### config.mk
export PLATFORM = sky130hd
export DESIGN_NAME = t05_sram_burst_arbiter
export DESIGN_NICKNAME = d
export VERILOG_FILES = /design/src/rtl/t05_sram_burst_arbiter.sv
export SDC_FILE = /design/constraint.sdc
export NUM_CORES = 1
export LEC_CHECK = 0
export CAP_MARGIN = 20
export CORE_AREA = 4 4 472 474
export DETAILED_ROUTE_END_ITERATION = 8
export DIE_AREA = 0 0 476 478
export GPL_TIMING_DRIVEN = 0
export PLACE_DENSITY = 0.3
export SYNTH_ARGS = -nofsm -noshare
export SYNTH_HDL_FRONTEND = slang
export SYNTH_SLANG_ARGS = --single-unit
### constraint.sdc
create_clock -name clk -period 4.6 [get_ports clk]
set_input_delay 0.46 -clock clk [delete_from_list [all_inputs] [get_ports clk]]
set_output_delay 0.46 -clock clk [all_outputs]
set_load 0.1 [all_outputs]
### src/rtl/t05_sram_burst_arbiter.sv
// t05_sram_burst_arbiter: arbitrates client burst requests and expands them into single-word wishbone beats.
// Define T05_SRAM_RR_ARB_EN for round-robin arbitration; otherwise the lowest requesting index wins.
module t05_sram_burst_arbiter #(
    parameter int         NUM_CLIENTS = 6,
    parameter int         MAX_WORDS   = 4,
    parameter int         LEN_W       = 3,
    parameter logic [3:0] SEL         = 4'hF
) (
    input  logic                            clk,
    input  logic                            nrst,
    input  logic [NUM_CLIENTS-1:0]          cli_req,
    input  logic [NUM_CLIENTS-1:0]          cli_we,
    input  logic [NUM_CLIENTS*32-1:0]       cli_addr,
    input  logic [NUM_CLIENTS*LEN_W-1:0]    cli_len,
    input  logic [NUM_CLIENTS*MAX_WORDS*32-1:0] cli_wdata,
    output logic [NUM_CLIENTS-1:0]          cli_grant,
    output logic [NUM_CLIENTS-1:0]          cli_done,
    output logic [MAX_WORDS*32-1:0]         cli_rdata,
    output logic                            wr_en,
    output logic                            r_en,
    input  logic                            busy_o,
    output logic [3:0]                      select,
    output logic [31:0]                     addr,
    output logic [31:0]                     data_i,
    input  logic [31:0]                     data_o
);
    localparam int IDX_W  = NUM_CLIENTS > 1 ? $clog2(NUM_CLIENTS) : 1;
    localparam int BEAT_W = MAX_WORDS > 1 ? $clog2(MAX_WORDS) : 1;
    localparam int BUS_W  = MAX_WORDS * 32;
    localparam logic [1:0] IDLE  = 2'd0;
    localparam logic [1:0] ISSUE = 2'd1;
    localparam logic [1:0] WAIT  = 2'd2;
    localparam logic [1:0] DONE  = 2'd3;

    logic [1:0]        state;
    logic [IDX_W-1:0]  win_c;
    logic [IDX_W-1:0]  win_l;
    logic              we_l;
    logic [31:0]       base_l;
    logic [BUS_W-1:0]  wdata_l;
    logic [BEAT_W-1:0] beat;
    logic [BEAT_W-1:0] beat_nx;
    logic [BEAT_W-1:0] last_l;
    logic [BEAT_W-1:0] last_c;
    logic [LEN_W-1:0]  len_c;
    logic [LEN_W-1:0]  len_sat;

`ifdef T05_SRAM_RR_ARB_EN
    // ptr holds the first index to search, i.e. last winner + 1
    logic [IDX_W-1:0] ptr;
    logic [IDX_W-1:0] rr_idx;
    logic             found;
    always_comb begin
        win_c  = '0;
        found  = 1'b0;
        rr_idx = '0;
        for (int i = 0; i < NUM_CLIENTS; i++) begin
            rr_idx = IDX_W'((int'(ptr) + i) % NUM_CLIENTS);
            if (!found && cli_req[rr_idx]) begin
                win_c = rr_idx;
                found = 1'b1;
            end
        end
    end
    always_ff @(posedge clk or negedge nrst) begin
        if (!nrst)
            ptr <= '0;
        else if (state == IDLE && |cli_req)
            ptr <= (int'(win_c) == NUM_CLIENTS - 1) ? '0 : win_c + 1'b1;
    end
`else
    always_comb begin
        win_c = '0;
        for (int i = NUM_CLIENTS - 1; i >= 0; i--)
            if (cli_req[IDX_W'(i)]) win_c = IDX_W'(i);
    end
`endif

    // zero-length bursts become one word, oversize ones clamp to MAX_WORDS
    assign len_c   = cli_len[win_c*LEN_W +: LEN_W];
    assign len_sat = len_c == '0 ? LEN_W'(1) : len_c > LEN_W'(MAX_WORDS) ? LEN_W'(MAX_WORDS) : len_c;
    assign last_c  = BEAT_W'(len_sat - 1'b1);
    assign beat_nx = beat + 1'b1;

    assign cli_grant = state == IDLE ? '0 : NUM_CLIENTS'(1) << win_l;
    assign cli_done  = state == DONE ? NUM_CLIENTS'(1) << win_l : '0;
    assign r_en      = state == ISSUE && !we_l;
    assign wr_en     = state == ISSUE && we_l;

    always_ff @(posedge clk or negedge nrst) begin
        if (!nrst) begin
            state     <= IDLE;
            win_l     <= '0;
            we_l      <= 1'b0;
            base_l    <= '0;
            wdata_l   <= '0;
            beat      <= '0;
            last_l    <= '0;
            cli_rdata <= '0;
            addr      <= '0;
            data_i    <= '0;
            select    <= '0;
        end else begin
            case (state)
                IDLE: if (|cli_req) begin
                    win_l   <= win_c;
                    we_l    <= cli_we[win_c];
                    base_l  <= cli_addr[win_c*32 +: 32];
                    wdata_l <= cli_wdata[win_c*BUS_W +: BUS_W];
                    last_l  <= last_c;
                    beat    <= '0;
                    addr    <= cli_addr[win_c*32 +: 32];
                    data_i  <= cli_wdata[win_c*BUS_W +: 32];
                    select  <= SEL;
                    state   <= ISSUE;
                end
                ISSUE: state <= WAIT;
                WAIT: if (!busy_o) begin
                    if (!we_l) cli_rdata[beat*32 +: 32] <= data_o;
                    if (beat == last_l) begin
                        state <= DONE;
                    end else begin
                        beat   <= beat_nx;
                        addr   <= base_l + (32'(beat_nx) << 2);
                        data_i <= wdata_l[beat_nx*32 +: 32];
                        state  <= ISSUE;
                    end
                end
                DONE: state <= IDLE;
            endcase
        end
    end
endmodule

# Yosys cells after proc, flatten, opt, wreduce, memory -nomap -nowiden
# Index checks and enable logic that the tools add are counted.
# W data, S select, Z words.
[word_totals]
wordCells = 73
out_inout_bits = 210
regBits = 363
[classes]
magnitude_cmp = 2
mux = 27
multipliers = 1
n_shift = 8
eq_ne = 7
n_addsub = 4
bitwise = 2
n_reduce_logical = 11
[op_table]
columns = ["op", "count"]
rows = [
  ["$shiftx A768 B11 Y128", 1],
  ["$shiftx A768 B11 Y32", 1],
  ["$mux W32", 6],
  ["$shiftx A192 B9 Y32", 1],
  ["$bwmux W128", 1],
  ["$pmux W32 S2", 2],
  ["$shift A32 B34 Y128 const A", 1],
  ["$shiftx A128 B8 Y32", 1],
  ["$shiftx A32 B34 Y128", 1],
  ["$neg A7 Y34", 1],
  ["$add A32 B4 Y32", 1],
  ["$shiftx A18 B6 Y3", 1],
  ["$mux W2", 8],
  ["$mux W3", 4],
  ["$mux W6", 2],
  ["$pmux W2 S4", 1],
  ["$reduce_or A6 Y1", 1],
  ["$shl A1 B3 Y6 const A", 1],
  ["$mul A3 B2 Y5 const B", 1],
  ["$eq A2 B2 Y1 const B", 2],
  ["$lt A3 B4 Y1 const B", 1],
  ["$ne A2 B2 Y1 const B", 2],
  ["$pmux W2 S2", 1],
  ["$reduce_and A2 Y1", 2],
  ["16 further kinds", 18],
]

# Longest topological paths before layout
# Gate-level depths: netlist (run 1).
[depth]
depth_word = 10
ltp_mapped = 9
mapped_depth_nobuf = 8

# Least setup slack after synthesis (run 1)
# No wires, ideal clock.
[synth_timing]
path_kind = "reg2out"
startpoint = "register state[1]"
endpoint = "output cli_done[0]"
n_path_buf = 0
required_time_ps = 4140
arrival_ps = 2558
path_slack_ps = 1582
path_stages_with_launch = 3
cell_sequence = "dfrtp_1 nand2_1 nor3_1"
[synth_via]
elab_chain_len = 2
[synth_rtl]
columns = ["element", "line_no", "rtl"]
rows = [
  ["from (decl)", "35", "logic [1:0] state;"],
  ["from (signal assigned)", "92", "state <= IDLE;"],
  ["from (signal assigned)", "115", "state <= ISSUE;"],
  ["from (signal assigned)", "117", "ISSUE: state <= WAIT;"],
  ["$eq A2 B2 Y1", "86", "assign cli_done = state == DONE ? NUM_CLIENTS'(1) << win_l : '0;"],
  ["$mux W6", "86", ""],
  ["to (decl)", "17", "output logic [NUM_CLIENTS-1:0] cli_done,"],
]
# No other way between the ends.

# Worst setup path in the final report (run 1)
[layout_timing]
startpoint = "register beat[0]"
endpoint = "register data_i[13]"
[layout_via]
elab_chain_len = 5
[layout_rtl]
columns = ["element", "line_no", "rtl"]
rows = [
  ["from (decl)", "41", "logic [BEAT_W-1:0] beat;"],
  ["from (signal assigned)", "123", "beat <= beat_nx;"],
  ["$add A2 B1 Y2", "83", "assign beat_nx = beat + 1'b1;"],
  ["$shiftx A128 B8 Y32", "125", "data_i <= wdata_l[beat_nx*32 +: 32];"],
  ["$mux W32", "120", "if (beat == last_l) begin"],
  ["$mux W32", "118", "WAIT: if (!busy_o) begin"],
  ["$pmux W32 S2", "104", "case (state)"],
  ["to (signal assigned)", "113", "data_i <= cli_wdata[win_c*BUS_W +: 32];"],
  ["to (signal assigned)", "125", ""],
  ["to (decl)", "24", "output logic [31:0] data_i,"],
]
# Parallel ways exist; a longest one is shown, timed or not. The select of a mux whose other input is x is not followed.
# A chain may end at the register's enable or synchronous reset.

==> results of run 1 <==
flip-flops by register name, indices dropped and copies added, names as in the netlist:
name / count
we_l: 1
beat: 2
cli_rdata: 128
win_l: 2
select: 1
wdata_l: 128
last_l: 2
base_l: 32
state: 2
addr: 32
data_i: 32
worst max-delay path, delay by kind of cell (launching register included):
kind                       cells  cell delay [ns]
buffers and inverters          4             2.14
DFF                            1             0.53
AOI/OAI and AO/OA              2             0.48
adders and majority gates      1             0.44
muxes                          1             0.42
and+or+nand+nor                1             0.08
per-stage QoR:
step	setup TNS [ns]	util, %	setup slack (ns)
final	0	16.28	0.3665
after detailed placement	0	15.43	0.05092
after global routing	0	16.27	0.01037
after CTS	0	16.26	0.03446
after global placement	-6052.76	15.06	-16.78
after floorplan	0	-	1.582
how the worst max path moves through the flow:
stage                               from                         to  slack, ns  cells after the start
floorplan           state[1]$_DFFE_PN0P_                cli_done[0]       1.58                      2
global placement                    nrst     data_i[13]$_DFFE_PN0P_     -16.78                      1
detailed placement   beat[0]$_DFFE_PN0P_     data_i[13]$_DFFE_PN0P_       0.05                      9
CTS                  beat[0]$_DFFE_PN0P_     data_i[13]$_DFFE_PN0P_       0.03                      9
global route         beat[0]$_DFFE_PN0P_  cli_rdata[21]$_DFFE_PN0P_       0.01                      8
finish               beat[0]$_DFFE_PN0P_     data_i[13]$_DFFE_PN0P_       0.37                      9
layer usage:
layer	share of wire (%)	GRT usage, %	up-vias
li1	-	-	10641
met1	40	17.08	11133
met2	51	27.00	830
met3	7.1	4.061	153
met4	2.3	3.283	14
met5	0.050	0	-
timing repair:
| item | 4_1_cts | 5_1_grt |
|---|---|---|
| hold buffers | 1 | 0 |
| resized for setup | 0 | 2 |
| hold endpoints to repair | 81 | 0 |
| endpoints found under the setup margin | 0 | 1 |
layout make-up:
| cell class | count | area, um^2 |
|---|---|---|
| diodes | 13 | 32.53 |
| well taps | 2871 | 3592 |
| repair buffers | 938 | 9809 |
| multi-input cells | 1886 | 10270 |
| clock buffers | 81 | 1624 |
| clock inverters | 18 | 186.4 |
| inverters | 9 | 33.78 |
| fillers | 24877 | 183200 |
| flip-flops and latches | 362 | 9059 |
| plain buffers | 220 | 1021 |
cells in the final DEF, fill, tap and decap left out, drive strengths merged, types with 3 or more instances in the layout:
| cell | count |
|---|---|
| nor3 | 10 |
| mux4 | 32 |
| buf | 140 |
| mux2 | 3 |
| o311ai | 3 |
| o2bb2ai | 34 |
| dfrtp | 362 |
| o21ai | 220 |
| nor2b | 4 |
| xor2 | 19 |
| o221ai | 48 |
| nor4 | 3 |
| nor2 | 29 |
| clkinv | 11 |
| o211ai | 65 |
| xnor2 | 10 |
| clkbuf | 202 |
| inv | 13 |
| nand2 | 911 |
| o22ai | 27 |
| a2bb2oi | 3 |
| ha | 7 |
| nand3 | 15 |
| o31ai | 97 |
| nand2b | 8 |
| diode | 13 |
| nand4 | 10 |
| nor3b | 4 |
| a21oi | 72 |
| conb | 4 |
| o21a | 32 |
| clkdlybuf4s50 | 895 |
| and3 | 199 |
power breakdown:
group	total, W	switching, W	internal, W
Sequential	0.00533	0.000951	0.00438
Clock	0.00434	0.00183	0.00251
Combinational	0.0116	0.00808	0.00351
kinds of logic after synthesis:
| logic type | after synthesis | synth area share, % |
|---|---|---|
| other | 1 | 0.01843 |
| and+or+nand+nor | 1201 | 25.48 |
| DFF | 362 | 44.52 |
| muxes | 36 | 3.757 |
| AOI/OAI and AO/OA | 608 | 19.32 |
| buffers and inverters | 229 | 5.129 |
| xor gates and xnor gates | 29 | 1.248 |
| adders and majority gates | 8 | 0.5288 |
==> results.ini, run 1 <==
[timing]
drv_slew=0
finalCritPeriodShare_pct=92.03
timing.fmax_ghz=0.2362
grt_setup_unrepaired=false
min_period_ns=4.233
finalSetupViolations=0
maxSlewHeadroom_pct=23.29
tightest_slew_ns=1.147
fin_skew_ns=0.05148
holdWs_ns=0.3715
timing_hold_violations_final=0

[die]
start_util_pct=9.297
die_height_um=478
die_w_um=476
rows=172
io_pins=1235
die_area_um2=227500
coreArea_um2=218900

[detailed_routing]
drc=0
firstDrtPassIters=4
wire_per_inst_um=27.27
viasPerCell=3.559
drt_iter0_markers=1164
ant_nets=0
vias=22771
routed_wl_um=174500

[grt]
grt-ovfl-total=0
grt_pass1_wl_um=228300
first_global_vias=24584
track_usage_pct=14.81
grt_max_degree=100
antenna_found_initial=47

[yosys]
synthCells=2474
synth.area.top_cells=dfrtp_1 (45%), nand2_1 (17%), and3_1 (6.1%), o21ai_0 (5.4%), o31ai_1 (3.6%)
synth-edff-count=0
seq_area_frac_synth_pct=44.52
synthTopCellsByCount=nand2_1 (911), dfrtp_1 (362), o21ai_0 (219)
yosys_register_bits=362
yosys_most_used_dff=dfrtp_1
async_reset_ff_share_pct=100.0
syn_avg_cell_area_um2=8.224
yosys.area.top_type=dfrtp_1
synth_top_area_share_pct=44.52
synth_warnings=0
yosys.cell_count.top_type=nand2_1
synth_area_um2=20350
synth_cell_type_count=54

[pwr]
total_power_w=0.02126
powerDensity_nw_per_um2=596.7
ir_drop_uv=291.3
power_leakage_nw=13.94

[place]
place_inst=6284
dp_hpwl_um=146700
port_buffers=900
place_area_um2=33760
gp_congestion=0.8221

[clocking]
cts_buffers=55
cts_tree=yes
cts_num_sinks=362
clock-root-buffer=clkbuf_16
clk_pin_slew_ns=0.06
cts_setup_buffers=0
cts_buffer_depth=3
worstSkewPairLatency_ns=0.68
htree_levels=2

[critical_path]
reg2reg_depth=9
reg2reg_slack_ns=0.37
path_max_fanout=10
cp_slowest_cell=clkbuf_1
crit_type=flip-flop to flip-flop
critPathCaptureType=flip-flop
r2r_end=data_i[13]$_DFFE_PN0P_
crit_chain=buf_4 -> inv_1 -> ha_1 -> clkdlybuf4s15_1 -> clkbuf_1 -> mux4_2 -> nand2_1 -> o211ai_1 -> o21a_1
r2r-start=beat[0]$_DFFE_PN0P_
crit_arrival_ns=4.77
required_ns=5.13
critical-path-max-stage-delay_ns=0.80
start_kind=flip-flop

[outcome]
status=complete, no violations

[layout]
design_area_um2=35620
drive_gt1_share_pct=7.769
area_delta_synth_final_pct=75.08
final_cells=6398
layout.nets=4505

[worst_hold_path]
hp-class=input pin to flip-flop
min-delay-start=cli_req[0]
hold_depth=5
whs_endpoint=state[0]$_DFFE_PN0P_

[flow_run]
maxCapViolCount=0

(Power assumes the default switching activity.)
==> inputs of run 2 (changes only) <==
--- a/config.mk
+++ b/config.mk
@@ -5,6 +5,7 @@
 export SDC_FILE = /design/constraint.sdc
 export NUM_CORES = 1
 export LEC_CHECK = 0
+export ABC_CLOCK_PERIOD_IN_PS = 4600
 export CAP_MARGIN = 20
 export CORE_AREA = 4 4 472 474
 export DETAILED_ROUTE_END_ITERATION = 8
==> results of run 2 <==
Final layout, timing and power as in run 1 (identical DEF).
==> inputs of run 3 (changes only) <==
--- a/config.mk
+++ b/config.mk
@@ -8,9 +8,10 @@
 export ABC_CLOCK_PERIOD_IN_PS = 4600
 export CAP_MARGIN = 20
 export CORE_AREA = 4 4 472 474
+export CTS_CLUSTER_SIZE = 24
 export DETAILED_ROUTE_END_ITERATION = 8
 export DIE_AREA = 0 0 476 478
-export GPL_TIMING_DRIVEN = 0
+export GPL_TIMING_DRIVEN = 1
 export PLACE_DENSITY = 0.3
 export SYNTH_ARGS = -nofsm -noshare
 export SYNTH_HDL_FRONTEND = slang
==> run 3 against run 2 <==
  * Combinational power decreased by 11%
  * Register-to-register slack improved by 1.3 ns
  * First-iteration DRC count decreased by 16%
  * Sequential share of layout area increased by 0.70 points
  * Design area decreased by 2.6%
  * Routed wire length decreased by 19%
  * Cell count decreased by 2.8%
  * Clock skew decreased by 0.0039 ns
  * Clock power about the same
  * Via count decreased by 6.1%
  * Largest power group unchanged
==> results.ini, run 3 (synthesized netlist as in run 1, its figures left out) <==
[layout]
nFillCells=24936  ; was 24877
final_cells=6221  ; was 6398
final_cell_mix=nand2_1 (906), clkdlybuf4s50_1 (887), dfrtp_1 (361)  ; was nand2_1 (911), clkdlybuf4s50_1 (895), dfrtp_1 (362)
area_delta_synth_final_pct=70.46  ; was 75.08%
drive_gt1_share_pct=6.917  ; was 7.769%
final_common_cell=nand2_1  ; unchanged
layout.nets=4320  ; was 4505
reg_top3=cli_rdata x128, wdata_l x128  ; unchanged

[clocking]
clk_pin_slew_ns=0.06  ; about the same
worstSkewPairLatency_ns=0.68  ; about the same
cts_num_sinks=362  ; unchanged
ctsResizeCount=0  ; unchanged
cts_setup_buffers=0  ; unchanged
htree_levels=2  ; unchanged
cts_buffer_depth=3  ; unchanged
cts_buffers=54  ; was 55
cts_tree=yes  ; unchanged
cts_hold_buf=1  ; unchanged
clock-root-buffer=clkbuf_16  ; unchanged

[timing]
maxSlewHeadroom_pct=18.73  ; was 23.29%
timing_hold_violations_final=0  ; unchanged
finalCritPeriodShare_pct=75.54  ; was 92.03%
fin_ws_ns=1.125  ; was 0.3665 ns
min_period_ns=3.475  ; was 4.233 ns
setup_tns_ns=0  ; unchanged
grt_setup_unrepaired=false  ; unchanged
drv_slew=0  ; unchanged
timing.fmax_ghz=0.2878  ; was 0.2362 GHz
finalSetupViolations=0  ; unchanged
fin_skew_ns=0.04753  ; was 0.05148 ns
tightest_slew_ns=1.215  ; was 1.147 ns

[pwr]
p_int_w=0.01007  ; was 0.01040 W
pwr-share-clk_pct=21.6  ; was 20.4%
power_leakage_nw=13.44  ; was 13.94 nW
power.switching_w=0.009928  ; was 0.01086 W
p_seq_share_pct=26.7  ; was 25.1%
p_sw_share_pct=49.64  ; was 51.10%
ir_drop_uv=294.8  ; was 291.3 uV
combPwrFrac_pct=51.7  ; was 54.5%
total_power_w=0.02000  ; was 0.02126 W
powerDensity_nw_per_um2=576.6  ; was 596.7 nW/um^2

[place]
dp_slack_ns=0.8881  ; was 0.05092 ns
gp_congestion=0.7822  ; was 0.8221
port_buffers=902  ; was 900
dp_hpwl_um=111600  ; was 146700 um
place_inst=6100  ; was 6284

[grt]
track_usage_pct=11.95  ; was 14.81%
grt_pass1_wl_um=190500  ; was 228300 um
first_global_vias=22530  ; was 24584
antenna_found_initial=56  ; was 47
grt_max_degree=106  ; was 100
grt-ovfl-total=0  ; unchanged

[die]
coreArea_um2=218900  ; unchanged
start_util_pct=9.297  ; unchanged
rows=172  ; unchanged
die_area_um2=227500  ; unchanged
io_pins=1235  ; unchanged
die_w_um=476  ; unchanged
die_height_um=478  ; unchanged

[detailed_routing]
vias=21372  ; was 22771
wire_per_inst_um=22.63  ; was 27.27 um
drc=0  ; unchanged
viasPerCell=3.435  ; was 3.559
ant_nets=0  ; unchanged
routed_wl_um=140800  ; was 174500 um
firstDrtPassIters=4  ; unchanged
drt_iter0_markers=982  ; was 1164

[critical_path]
cpLargestDelayFamily=buffers and inverters  ; unchanged
critPathCaptureType=output pin  ; was flip-flop
reg2reg_slack_ns=1.68  ; was 0.37 ns
path_max_fanout=7  ; was 10
cp_slowest_cell=clkdlybuf4s50_1  ; was clkbuf_1
path_buf_inv=1  ; was 4
crit_chain=nand2b_1 -> nor2_1 -> clkdlybuf4s50_1  ; was buf_4 -> inv_1 -> ha_1 -> clkdlybuf4s15_1 -> clkbuf_1 -> mux4_2 -> nand2_1 -> o211ai_1 -> o21a_1
required_ns=4.14  ; was 5.13 ns
crit_arrival_ns=3.01  ; was 4.77 ns
crit_type=flip-flop to output pin  ; was flip-flop to flip-flop
critical-path-max-stage-delay_ns=1.24  ; was 0.80 ns
start_kind=flip-flop  ; unchanged

[outcome]
status=complete, no violations  ; unchanged

[worst_hold_path]
hp-class=input pin to flip-flop  ; unchanged

[flow_run]
maxCapViolCount=0  ; unchanged

[run 3: cell types whose count changed in the layout (fill, tap and decap cells not counted), moves of 7 or more]
cell,before,now
buf_16,18,3
buf_1,11,0
buf_12,7,14
clkbuf_1,126,16
buf_8,12,1
diode_2,13,25
buf_4,24,67
clkdlybuf4s50_1,895,887
clkbuf_8,15,6
buf_2,66,0
[run 3: metal layers]
layer  global-route usage [%]  vias to the layer above  wire, um
met3                    4.726                      172     12560
met4                    3.119                       40      3246
met5                        0                        -       269
li1                         -                    10280         -
met1                    13.74                    10147     56150
met2                    20.52                      733     68560
[run 3: power groups by stage]
stage / sequential [W] / clock (W) / combinational, W
after floorplan: 0.00801 / 0 / 0.00383
after global placement: 0.00541 / 0 / 0.0105
after detailed placement: 0.00544 / 0 / 0.0106
after CTS: 0.00539 / 0.00455 / 0.0106
after global routing: 0.00552 / 0.00465 / 0.0112
final: 0.00534 / 0.00432 / 0.0103
[run 3: final cells by class]
cell class / instances / area [um^2] / share of cell area (%)
clock buffer: 76 / 1494 / 4.307
timing repair buffer: 974 / 9777 / 28.19
antenna: 25 / 62.56 / 0.1804
sequential: 362 / 9062 / 26.13
inverter: 9 / 36.28 / 0.1046
tap: 2871 / 3592 / 10.36
clock inverter: 18 / 296.5 / 0.8549
multi-input combinational: 1886 / 10360 / 29.88
[run 3: path summary, 6_finish.rpt]
| check | to | cells after the start | from |
|---|---|---|---|
| max | wr_en | 3 | state[0]$_DFFE_PN0P_ |
| min | win_l[1]$_DFFE_PN0P_ | 4 | cli_req[0] |
| max reg2reg | cli_rdata[50]$_DFFE_PN0P_ | 7 | beat[1]$_DFFE_PN0P_ |
| min reg2reg | cli_rdata[34]$_DFFE_PN0P_ | 2 | cli_rdata[34]$_DFFE_PN0P_ |
| max in group asynchronous | data_i[15]$_DFFE_PN0P_ | 3 | nrst |
| min in group asynchronous | cli_rdata[33]$_DFFE_PN0P_ | 2 | nrst |
[run 3: worst reg2reg max path: cells and delay by family, from the launching register on]
family,cells,cell delay [ns]
buffers and inverters,3,1.27
adders and majority gates,1,0.33
and+or+nand+nor,2,0.56
DFF,1,0.53
AOI/OAI and AO/OA,1,0.19
[run 3: per-stage QoR]
| step | util (%) | area (um^2) | hold slack (ns) |
|---|---|---|---|
| 2_1_floorplan | - | 20360 | 0.1644 |
| 3_3_place_gp | 14.96 | 32730 | 0.4562 |
| 3_5_place_dp | 14.99 | 32810 | 0.4613 |
| 4_1_cts | 15.82 | 34610 | 0.3314 |
| 5_1_grt | 15.83 | 34640 | 0.4061 |
| 6_report | 15.85 | 34680 | 0.3826 |
